## config.mk

```make
export PLATFORM = sky130hd
export DESIGN_NAME = ad9361_rx_pair_packer
export DESIGN_NICKNAME = d
export VERILOG_FILES = /design/src/rtl/ad9361_rx_pkg.sv /design/src/rtl/rx_sample_fifo.sv /design/src/rtl/ad9361_rx_pair_packer.sv
export SDC_FILE = /design/constraint.sdc
export NUM_CORES = 1
export LEC_CHECK = 0
export BUFFER_PORTS_ARGS = -buffer_cell sky130_fd_sc_hd__buf_2
export CORE_MARGIN = 1.5
export CORE_UTILIZATION = 30
export CTS_BUF_LIST = sky130_fd_sc_hd__clkbuf_2 sky130_fd_sc_hd__clkbuf_4 sky130_fd_sc_hd__clkbuf_8
export DETAILED_ROUTE_END_ITERATION = 16
export PLACE_DENSITY_LB_ADDON = 0.2
export SLEW_MARGIN = 20
export SYNTH_ARGS = -nofsm -noshare
export SYNTH_HDL_FRONTEND = slang
export SYNTH_SLANG_ARGS = --single-unit
```

## constraint.sdc

```tcl
create_clock -name clk -period 8.49 [get_ports clk]
set_clock_uncertainty 0.1 [all_clocks]
set_input_delay 0.4245 -clock clk [delete_from_list [all_inputs] [get_ports clk]]
set_output_delay 0.4245 -clock clk [all_outputs]
set_load 0.02 [all_outputs]
```

## src/rtl/ad9361_rx_pkg.sv

```systemverilog
// Shared widths, pairing state and sign extension for the AD9361 RX packer.
// AD9361_RX_PACK_SWAP_EN (top level) selects Q-first lane order.
package ad9361_rx_pkg;

  localparam int SAMPLE_W = 12;
  localparam int LANE_W   = 16;

  typedef enum logic {
    WAIT_CH0,
    WAIT_CH1
  } pair_state_t;

  function automatic logic [LANE_W-1:0] sext(
    input logic [SAMPLE_W-1:0] s
  );
    return {{(LANE_W-SAMPLE_W){s[SAMPLE_W-1]}}, s};
  endfunction

endpackage

```

## src/rtl/rx_sample_fifo.sv

```systemverilog
// First-word-fall-through synchronous FIFO with occupancy output.
// Write is accepted when not full or when a read happens in the same cycle.
module rx_sample_fifo #(
  parameter int  WIDTH = 64,
  parameter int  DEPTH = 16,
  localparam int AW    = $clog2(DEPTH)
) (
  input  logic             clk,
  input  logic             reset_n,
  input  logic             wr_en,
  input  logic [WIDTH-1:0] wr_data,
  input  logic             rd_en,
  output logic [WIDTH-1:0] rd_data,
  output logic             full,
  output logic             empty,
  output logic [AW:0]      level
);

  logic [WIDTH-1:0] mem_q [DEPTH];
  logic [AW-1:0]    wr_ptr_q;
  logic [AW-1:0]    rd_ptr_q;
  logic [AW:0]      cnt_q;
  logic             do_wr;
  logic             do_rd;

  assign full  = (cnt_q == (AW+1)'(DEPTH));
  assign empty = (cnt_q == '0);
  assign level = cnt_q;

  assign do_rd = rd_en & ~empty;
  assign do_wr = wr_en & (~full | do_rd);

  // Empty FIFO shows zero so the output bus is clean after reset.
  assign rd_data = empty ? '0 : mem_q[rd_ptr_q];

  always_ff @(posedge clk) begin
    if (do_wr) mem_q[wr_ptr_q] <= wr_data;
  end

  always_ff @(posedge clk or negedge reset_n) begin
    if (!reset_n) begin
      wr_ptr_q <= '0;
      rd_ptr_q <= '0;
      cnt_q    <= '0;
    end else begin
      if (do_wr) wr_ptr_q <= wr_ptr_q + AW'(1);
      if (do_rd) rd_ptr_q <= rd_ptr_q + AW'(1);
      unique case ({do_wr, do_rd})
        2'b10:   cnt_q <= cnt_q + (AW+1)'(1);
        2'b01:   cnt_q <= cnt_q - (AW+1)'(1);
        default: cnt_q <= cnt_q;
      endcase
    end
  end

endmodule

```

## src/rtl/ad9361_rx_pair_packer.sv

```systemverilog
// Pairs AD9361 ch0/ch1 I/Q samples into 64-bit words and buffers them.
// Define AD9361_RX_PACK_SWAP_EN for {i1,q1,i0,q0} (Q-first lanes).
module ad9361_rx_pair_packer
  import ad9361_rx_pkg::*;
#(
  parameter int  FIFO_DEPTH = 16,
  parameter int  CNT_WIDTH  = 16,
  localparam int LW         = $clog2(FIFO_DEPTH)
) (
  input  logic                clk,
  input  logic                reset_n,
  input  logic                enable,
  input  logic                valid_0,
  input  logic [SAMPLE_W-1:0] data_i0,
  input  logic [SAMPLE_W-1:0] data_q0,
  input  logic                valid_1,
  input  logic [SAMPLE_W-1:0] data_i1,
  input  logic [SAMPLE_W-1:0] data_q1,
  output logic                m_valid,
  input  logic                m_ready,
  output logic [63:0]         m_data,
  output logic [LW:0]         level,
  output logic                overflow,
  output logic [CNT_WIDTH-1:0] ovf_count,
  output logic [CNT_WIDTH-1:0] misalign_count
);

  function automatic logic [63:0] pack(
    input logic [LANE_W-1:0] i0,
    input logic [LANE_W-1:0] q0,
    input logic [LANE_W-1:0] i1,
    input logic [LANE_W-1:0] q1
  );
`ifdef AD9361_RX_PACK_SWAP_EN
    return {i1, q1, i0, q0};
`else
    return {q1, i1, q0, i0};
`endif
  endfunction

  logic              en_s1_q;
  logic              v0_s1_q;
  logic              v1_s1_q;
  logic [LANE_W-1:0] i0_s1_q;
  logic [LANE_W-1:0] q0_s1_q;
  logic [LANE_W-1:0] i1_s1_q;
  logic [LANE_W-1:0] q1_s1_q;

  pair_state_t       state_q;
  logic [LANE_W-1:0] c0i_q;
  logic [LANE_W-1:0] c0q_q;
  logic              pair_vld_q;
  logic [63:0]       pair_q;
  logic [CNT_WIDTH-1:0] mis_q;

  logic              s2_vld_q;
  logic [63:0]       s2_data_q;
  logic              ovf_q;
  logic [CNT_WIDTH-1:0] ovf_cnt_q;

  logic              ff_full;
  logic              ff_empty;
  logic              pop;
  logic              push;
  logic              drop;
  logic              mis_sat;
  logic              ovf_sat;

  assign mis_sat = &mis_q;
  assign ovf_sat = &ovf_cnt_q;

  // S1: register every pin, widen samples to lane width.
  always_ff @(posedge clk or negedge reset_n) begin
    if (!reset_n) begin
      en_s1_q <= 1'b0;
      v0_s1_q <= 1'b0;
      v1_s1_q <= 1'b0;
      i0_s1_q <= '0;
      q0_s1_q <= '0;
      i1_s1_q <= '0;
      q1_s1_q <= '0;
    end else begin
      en_s1_q <= enable;
      v0_s1_q <= valid_0;
      v1_s1_q <= valid_1;
      i0_s1_q <= sext(data_i0);
      q0_s1_q <= sext(data_q0);
      i1_s1_q <= sext(data_i1);
      q1_s1_q <= sext(data_q1);
    end
  end

  always_ff @(posedge clk or negedge reset_n) begin
    if (!reset_n) begin
      state_q    <= WAIT_CH0;
      c0i_q      <= '0;
      c0q_q      <= '0;
      pair_vld_q <= 1'b0;
      pair_q     <= '0;
      mis_q      <= '0;
    end else begin
      pair_vld_q <= 1'b0;
      if (!en_s1_q) begin
        state_q <= WAIT_CH0;
      end else begin
        unique case (state_q)
          WAIT_CH0: begin
            if (v0_s1_q && !v1_s1_q) begin
              c0i_q   <= i0_s1_q;
              c0q_q   <= q0_s1_q;
              state_q <= WAIT_CH1;
            end else if (v0_s1_q && v1_s1_q) begin
              pair_vld_q <= 1'b1;
              pair_q     <= pack(i0_s1_q, q0_s1_q,
                                 i1_s1_q, q1_s1_q);
            end else if (v1_s1_q) begin
              if (!mis_sat) mis_q <= mis_q + CNT_WIDTH'(1);
            end
          end
          WAIT_CH1: begin
            if (v1_s1_q && !v0_s1_q) begin
              pair_vld_q <= 1'b1;
              pair_q     <= pack(c0i_q, c0q_q,
                                 i1_s1_q, q1_s1_q);
              state_q    <= WAIT_CH0;
            end else if (v0_s1_q && !v1_s1_q) begin
              c0i_q <= i0_s1_q;
              c0q_q <= q0_s1_q;
              if (!mis_sat) mis_q <= mis_q + CNT_WIDTH'(1);
            end else if (v0_s1_q && v1_s1_q) begin
              // Pair the stale ch0, keep the new ch0 for the next ch1.
              pair_vld_q <= 1'b1;
              pair_q     <= pack(c0i_q, c0q_q,
                                 i1_s1_q, q1_s1_q);
              c0i_q      <= i0_s1_q;
              c0q_q      <= q0_s1_q;
              if (!mis_sat) mis_q <= mis_q + CNT_WIDTH'(1);
            end
          end
          default: state_q <= WAIT_CH0;
        endcase
      end
    end
  end

  assign pop  = m_valid & m_ready;
  assign push = s2_vld_q & (~ff_full | pop);
  assign drop = s2_vld_q & ff_full & ~pop;

  // S2 and drop accounting.
  always_ff @(posedge clk or negedge reset_n) begin
    if (!reset_n) begin
      s2_vld_q  <= 1'b0;
      s2_data_q <= '0;
      ovf_q     <= 1'b0;
      ovf_cnt_q <= '0;
    end else begin
      s2_vld_q  <= pair_vld_q;
      s2_data_q <= pair_q;
      if (drop) begin
        ovf_q <= 1'b1;
        if (!ovf_sat) ovf_cnt_q <= ovf_cnt_q + CNT_WIDTH'(1);
      end
    end
  end

  rx_sample_fifo #(
    .WIDTH (64),
    .DEPTH (FIFO_DEPTH)
  ) u_fifo (
    .clk     (clk),
    .reset_n (reset_n),
    .wr_en   (push),
    .wr_data (s2_data_q),
    .rd_en   (pop),
    .rd_data (m_data),
    .full    (ff_full),
    .empty   (ff_empty),
    .level   (level)
  );

  assign m_valid        = ~ff_empty;
  assign overflow       = ovf_q;
  assign ovf_count      = ovf_cnt_q;
  assign misalign_count = mis_q;

endmodule

```

==> results of run 1 <==
power by group:
group	total [mW]	switching [mW]	internal, mW
Combinational	3.51	2.01	1.51
Sequential	6.13	0.464	5.67
Clock	4.56	1.95	2.61
Total	14.2	4.42	9.79
stage by stage:
stage / setup WS [ns] / util [%] / instance area, um2
finish: 3.66 / 36.0 / 44000
global route: 3.48 / 36.0 / 44000
CTS: 3.55 / 36.0 / 44000
detailed placement: 4.52 / 32.6 / 39800
global placement: 4.51 / 32.6 / 39800
floorplan: 2.07 / - / 37100
final cells by class:
| type | count | share of cell area [%] |
|---|---|---|
| well taps | 1625 | 4.62 |
| multi-input cells | 694 | 18.3 |
| diodes | 6 | 0.0341 |
| repair buffers | 247 | 3.72 |
| inverters | 14 | 0.119 |
| clock inverters | 57 | 1.11 |
| flip-flops and latches | 988 | 64.9 |
| clock buffers | 262 | 7.24 |
worst paths after layout:
kind                            slack (ns)                   end               start
worst max-delay path                  3.66             m_data[7]  u_fifo.rd_ptr_q[1]
worst min-delay path                  0.13           i1_s1_q[11]         data_i1[11]
worst max register to register        4.94  u_fifo.mem_q[10][54]     u_fifo.level[2]
worst min register to register        0.25              s2_vld_q          pair_vld_q
max in group asynchronous             6.12    u_fifo.rd_ptr_q[0]             reset_n
min in group asynchronous             0.54              c0q_q[3]             reset_n
state kept, by name, summed over array words and instances (netlist names), 16 cells and up:
| register | cells |
|---|---|
| misalign_count | 16 |
| pair_q | 48 |
| s2_data_q | 48 |
| ovf_count | 16 |
| u_fifo.mem_q | 768 |
synthesized netlist by cell type, types with 3 or more instances:
| library cell | n |
|---|---|
| sky130_fd_sc_hd__clkbuf_1 | 37 |
| sky130_fd_sc_hd__dfrtp_1 | 220 |
| sky130_fd_sc_hd__a21oi_1 | 5 |
| sky130_fd_sc_hd__buf_4 | 23 |
| sky130_fd_sc_hd__xor2_1 | 15 |
| sky130_fd_sc_hd__edfxtp_1 | 768 |
| sky130_fd_sc_hd__nand2_1 | 110 |
| sky130_fd_sc_hd__mux4_2 | 192 |
| sky130_fd_sc_hd__mux2_2 | 27 |
| sky130_fd_sc_hd__nand2b_1 | 3 |
| sky130_fd_sc_hd__o21a_1 | 3 |
| sky130_fd_sc_hd__mux2i_1 | 120 |
| sky130_fd_sc_hd__o22ai_1 | 48 |
| sky130_fd_sc_hd__nand4_1 | 14 |
| sky130_fd_sc_hd__a31oi_1 | 4 |
| sky130_fd_sc_hd__nor3b_1 | 3 |
| sky130_fd_sc_hd__o21ai_0 | 28 |
| sky130_fd_sc_hd__o211ai_1 | 7 |
| sky130_fd_sc_hd__ha_1 | 11 |
| sky130_fd_sc_hd__xnor2_1 | 23 |
| sky130_fd_sc_hd__nor3_1 | 5 |
| sky130_fd_sc_hd__and2_1 | 11 |
| sky130_fd_sc_hd__nor4_1 | 8 |
| sky130_fd_sc_hd__and3_1 | 5 |
| sky130_fd_sc_hd__buf_1 | 11 |
| sky130_fd_sc_hd__nor2_1 | 13 |
| sky130_fd_sc_hd__buf_2 | 30 |
| sky130_fd_sc_hd__inv_1 | 12 |
| sky130_fd_sc_hd__nand3_1 | 7 |
logic make-up after synthesis:
logic type,after synthesis
flip-flops,988
buffers and inverters,117
multiplexers,341
AO/OA/AOI/OAI,109
adder cells (fa/ha/maj),12
AND/OR/NAND/NOR,194
XOR/XNOR,38
layer usage:
metal | GRT usage, % | share of wire [%]
met5 | 0 | 0
met2 | 23.9 | 49
met4 | 4.85 | 2.1
met1 | 19.6 | 45
met3 | 2.86 | 4.3
==> flow_summary.ini, run 1 <==
[timing]
final-setup-viol-count = 0
finalCriticalPeriod_ns = 4.83
unrepaired_setup_endpoints_after_global_routing = false
timing.setup.tns_ns = 0
max-slew-margin-rel_pct = 29.2
maxSlewViolCount = 0
tightestPinTransition_ns = 1.06
finalHoldViolCount = 0
hold_slack_ns = 0.132
timing.final.crit_share_pct = 56.9
timing.fmax_mhz = 207

[synthesis]
synth_edf_count = 768
post_synthesis_cell_area_um2 = 37100
syn_area_per_cell_um2 = 20.6
flop_and_latch_count_out_of_synthesis = 988
dominant_combinational_cell_family_by_area_after_synthesis = multiplexers
synth.yosys.warnings = 0
syn-num-nets = 1864
multiplexer_area_fraction_after_synthesis_pct = 15.8
synth.largest_area_cell = sky130_fd_sc_hd__edfxtp_1
yosysSeqAreaShare_pct = 77.0
synth-compound-area-share_pct = 1.85
post-synth-top-area-fraction_pct = 62.2
yosys.area_share.adder_pct = 0.398
top_reg_cell_synth = sky130_fd_sc_hd__edfxtp_1
basic_gate_share_of_the_synthesized_area_counting_and_or_nand_and_nor_cells_pct = 2.53
post_synthesis_cell_type_count = 57
postSynth.asyncResetShare_pct = 22.3
synth_cells = 1799
post_synth_main_area_contributors = sky130_fd_sc_hd__edfxtp_1 62%, sky130_fd_sc_hd__dfrtp_1 15%, sky130_fd_sc_hd__mux4_2 12%
yosys.area_share.xor_xnor_pct = 0.897

[drt]
antenna_violating_nets_left = 0
viasPerCell = 4.66
drt-wirelength-per-cell_um = 23.4
drtPass1Iterations = 5
iteration_0_drc_count_of_the_detailed_router = 1173
vias = 18146
detail_route.drc_violations = 0
wirelength_mm = 91.0

[cts]
post_cts.resized_instances = 0
max-clock-path-buffers = 3
cts.sinks = 988
cts_hold_buf = 53
clock_tree.htree_level_count = 4
clkLatencyLatePin_ns = 0.84
cts_post_setup_buffers_inserted = 0
cts_buf_count = 172
tritoncts = done
clk_transition_reported_paths_ns = 0.06
ctsRootBufferMaster = sky130_fd_sc_hd__clkbuf_8

[power_and_ir_drop]
power-per-cell-area_nw_per_um2 = 323
cellLeakagePower_nw = 15.6
vdd.ir_drop.worst_mv = 0.224
totalPowerFinal_mw = 14.2

[critical_path]
critPathRequiredTime_ns = 7.97
path_delay_family = buffers and inverters
crit_path_end_kind = primary output
worst-path-buf-inv = 3
critPathLaunchType = flop
cp.depth = 6
critPathKind = flop to primary output
worst_r2r_path_depth = 6
cp_cell_sequence = buf_4 -> buf_4 -> mux4_2 -> mux2i_1 -> o22ai_1 -> buf_2
critPathMaxStageDelay_ns = 0.88
crit_path_frequent_cell = sky130_fd_sc_hd__buf_4
crit_slowest_cell = sky130_fd_sc_hd__dfrtp_4
path_max_fanout = 45
worstPathArrival_ns = 4.31

[outcome]
status = completed

[global_route]
vias_in_the_first_global_route = 19764
grt_antenna_before_repair = 7
wire_length_of_the_first_global_routing_pass_mm = 133
grt_start_max_net_pins = 123
groute.usage.overall_pct = 14.6
global_route.overflow_total = 0

[die]
floorplan.rows = 128
die_height_um = 355
floorplan.core_area_um2 = 122000
floorplan.die_area_um2 = 126000
die_w_um = 355
initial_core_util_pct = 30.4
io-pin-count = 157

[place]
place_inst = 3513
hpwlAfterDp_mm = 46.5
port-buffer-count = 156
place_congestion = 0.719

[finish]
mostFrequentLayoutCells = 768 x sky130_fd_sc_hd__edfxtp_1, 216 x sky130_fd_sc_hd__dfrtp_1, 195 x sky130_fd_sc_hd__clkbuf_8, 192 x sky130_fd_sc_hd__mux4_2, 155 x sky130_fd_sc_hd__buf_2
layout.cells.most_common = sky130_fd_sc_hd__edfxtp_1
syn2layout_area_growth_pct = 18.7
multi_input_gate_area_in_the_final_layout_um2 = 8050
final_layout_size_suffix_gt1_share_pct = 32.9
final.fill_count = 11360
instances_no_fill = 3893
seqCellArea_um2 = 28600
final_nets = 2182

[job]
drv.max_cap_violation_count = 0

[hold_path]
hold_path.class = primary input to flop
hold-path-cell-count = 2
Note: power is estimated with default switching activity, not from simulation.
==> inputs of run 2 (changes only) <==
==> constraint.sdc (replaced) <==
create_clock -name clk -period 4.12 [get_ports clk]
set_clock_uncertainty 0.1 [all_clocks]
set_input_delay 0.206 -clock clk [delete_from_list [all_inputs] [get_ports clk]]
set_output_delay 0.206 -clock clk [all_outputs]
set_load 0.02 [all_outputs]
==> run 2 against run 1 <==
- hold slack improved by 0.12 ns
- clock-buffer cell count is 8 lower
- wire length shrank 3.1%
- setup slack worse by 3.4 ns
- combinational power rose by 120%
- sequential share of layout area shrank 0.97 points
- largest power group unchanged
- highest routed layer unchanged
==> flow_summary.ini, run 2 (synthesized netlist as in run 1, its figures left out) <==
[finish]
syn2layout_area_growth_pct = 20.5
regMostFlops = u_fifo.mem_q
largest_register_ffs = 768
final.fill_count = 11414
post-route-cell-area_um2 = 44700
biggestRegsByFlops = u_fifo.mem_q x768, pair_q x48, s2_data_q x48
layout.core_utilization_pct = 36.6
layout.cells.most_common = sky130_fd_sc_hd__edfxtp_1
final_layout_size_suffix_gt1_share_pct = 32.2
mostFrequentLayoutCells = 768 x sky130_fd_sc_hd__edfxtp_1, 216 x sky130_fd_sc_hd__dfrtp_1, 192 x sky130_fd_sc_hd__mux4_2, 189 x sky130_fd_sc_hd__clkbuf_8, 155 x sky130_fd_sc_hd__buf_2
final_nets = 2247
seqCellArea_um2 = 28600
multi_input_gate_area_in_the_final_layout_um2 = 8100

[place]
dpl-instance-area_um2 = 40100
port-buffer-count = 156
place_congestion = 0.764
hpwlAfterDp_mm = 48.9

[die]
initial_core_util_pct = 30.4
die_height_um = 355
floorplan.die_area_um2 = 126000
die_w_um = 355
io-pin-count = 157
floorplan.core_area_um2 = 122000
floorplan.rows = 128

[global_route]
global_route.overflow_total = 0
wire_length_of_the_first_global_routing_pass_mm = 131
grt_start_max_net_pins = 99
grt_antenna_before_repair = 5
groute.usage.overall_pct = 14.2
vias_in_the_first_global_route = 19984

[critical_path]
worstReg2RegEnd = u_fifo.level[4]
path_max_fanout = 15
worstPathArrival_ns = 3.55
regToRegSetupSlack_ns = 0.60
critPathLaunchType = flop
critPathKind = flop to primary output
critical_path.reg2reg.startpoint = u_fifo.level[1]
critPathRequiredTime_ns = 3.81
worstSetupStartpoint = u_fifo.level[1]
crit_path_end_kind = primary output
worstSetupEndpoint = m_data[12]
worst_r2r_path_depth = 10

[drt]
viasPerCell = 4.64
drtPass1Iterations = 5
drt-wirelength-per-cell_um = 22.3
wirelength_mm = 88.2
iteration_0_drc_count_of_the_detailed_router = 1156
detail_route.drc_violations = 0
vias = 18358
antenna_violating_nets_left = 0

[power_and_ir_drop]
share_clk_of_total_power_pct = 30.8
p_seq_share_pct = 43.1
power_report.internal_total_mw = 19.9
power_switching_share_pct = 32.1
power-per-cell-area_nw_per_um2 = 657
power_switching_mw = 9.41
cellLeakagePower_nw = 15.9
power.combinational.fraction_pct = 26.1
vdd.ir_drop.worst_mv = 0.515

[timing]
final-setup-viol-count = 0
unrepaired_setup_endpoints_after_global_routing = false
timing.setup.tns_ns = 0
max-slew-margin-rel_pct = 41.2
timing.final.crit_share_pct = 93.6
tightestPinTransition_ns = 0.875
finalHoldViolCount = 0
finalCriticalPeriod_ns = 3.86
hold_slack_ns = 0.249
timing.fmax_mhz = 259
maxSlewViolCount = 0

[job]
drv.max_cap_violation_count = 0

[cts]
cts_buf_count = 171
max-clock-path-buffers = 3
clkLatencyLatePin_ns = 0.83
cts_post_setup_buffers_inserted = 0
cts.sinks = 988
clk_transition_reported_paths_ns = 0.06
ctsRootBufferMaster = sky130_fd_sc_hd__clkbuf_8
tritoncts = done
clock_tree.htree_level_count = 4

[outcome]
status = completed

[hold_path]
hold_path.class = flop to flop
==> run 2: cell types whose count changed in the layout (fill, tap and decap cells not counted), moves of 4 or more <==
cell / previous run / this run
sky130_fd_sc_hd__clkinvlp_4: 8 / 4
sky130_fd_sc_hd__buf_12: 0 / 12
sky130_fd_sc_hd__clkinv_1: 19 / 29
sky130_fd_sc_hd__dlygate4sd3_1: 54 / 105
sky130_fd_sc_hd__buf_4: 34 / 38
sky130_fd_sc_hd__nor4_4: 0 / 4
sky130_fd_sc_hd__bufinv_16: 7 / 2
sky130_fd_sc_hd__clkbuf_8: 195 / 189
sky130_fd_sc_hd__nor4_2: 4 / 0
==> run 2: cell type report <==
class                           instances  area share [%]
Sequential cell                       988            63.9
Multi-Input combinational cell        695            18.1
Clock buffer                          254            6.91
Timing Repair Buffer                  312            5.36
Tap cell                             1625            4.55
Clock inverter                         66            1.00
Inverter                               14           0.118
Antenna cell                            4          0.0224
==> run 2: worst max-delay path, cell delays in order (launching register included) <==
cell and delay (ns):
sky130_fd_sc_hd__dfrtp_1 0.46, sky130_fd_sc_hd__or4_1 0.71, sky130_fd_sc_hd__nand2b_4 0.30, sky130_fd_sc_hd__nand2b_4 0.33, sky130_fd_sc_hd__buf_4 0.37, sky130_fd_sc_hd__o22ai_1 0.29, sky130_fd_sc_hd__buf_2 0.25
==> run 2: worst min-delay path by stage <==
stage	depth (start not counted)	start	slack, ns	to
floorplan	0	reset_n	-0.19	c0i_q[0]
global placement	1	data_q1[5]	0.21	q1_s1_q[5]
detailed placement	1	data_i0[7]	0.22	i0_s1_q[7]
CTS	0	pair_vld_q	0.26	s2_vld_q
global route	0	pair_vld_q	0.26	s2_vld_q
finish	0	pair_vld_q	0.25	s2_vld_q
==> run 2: routing by layer <==
| metal | vias to the layer above | wire length (um) | global-route usage [%] |
|---|---|---|---|
| li1 | 8030 | - | - |
| met5 | - | 0 | 0 |
| met3 | 162 | 3680 | 2.73 |
| met1 | 9726 | 39100 | 18.6 |
| met4 | 0 | 2150 | 5.00 |
| met2 | 440 | 43300 | 23.4 |
==> run 2: power groups by stage <==
stage | clock network [mW] | registers, mW | logic, mW
detailed placement | 0 | 12.9 | 7.76
finish | 9.05 | 12.7 | 7.65
global route | 9.81 | 12.8 | 8.24
CTS | 9.38 | 12.7 | 7.89
floorplan | 0 | 12.3 | 5.52
global placement | 0 | 12.8 | 7.77
==> run 2: per-stage QoR <==
stage	power, mW	instances	worst slack [ns]
floorplan	17.8	1799	-0.272
global placement	20.6	3527	0.685
detailed placement	20.6	3527	0.623
CTS	30.0	3954	0.0954
global route	30.8	3956	0.0743
finish	29.4	3958	0.262
==> run 2: timing repair <==
action | in CTS | in global routing
hold buffers | 106 | 0
setup endpoints to repair | 5 | 0
endpoints found under the hold margin | 263 | 0
gates resized for setup | 1 | 0
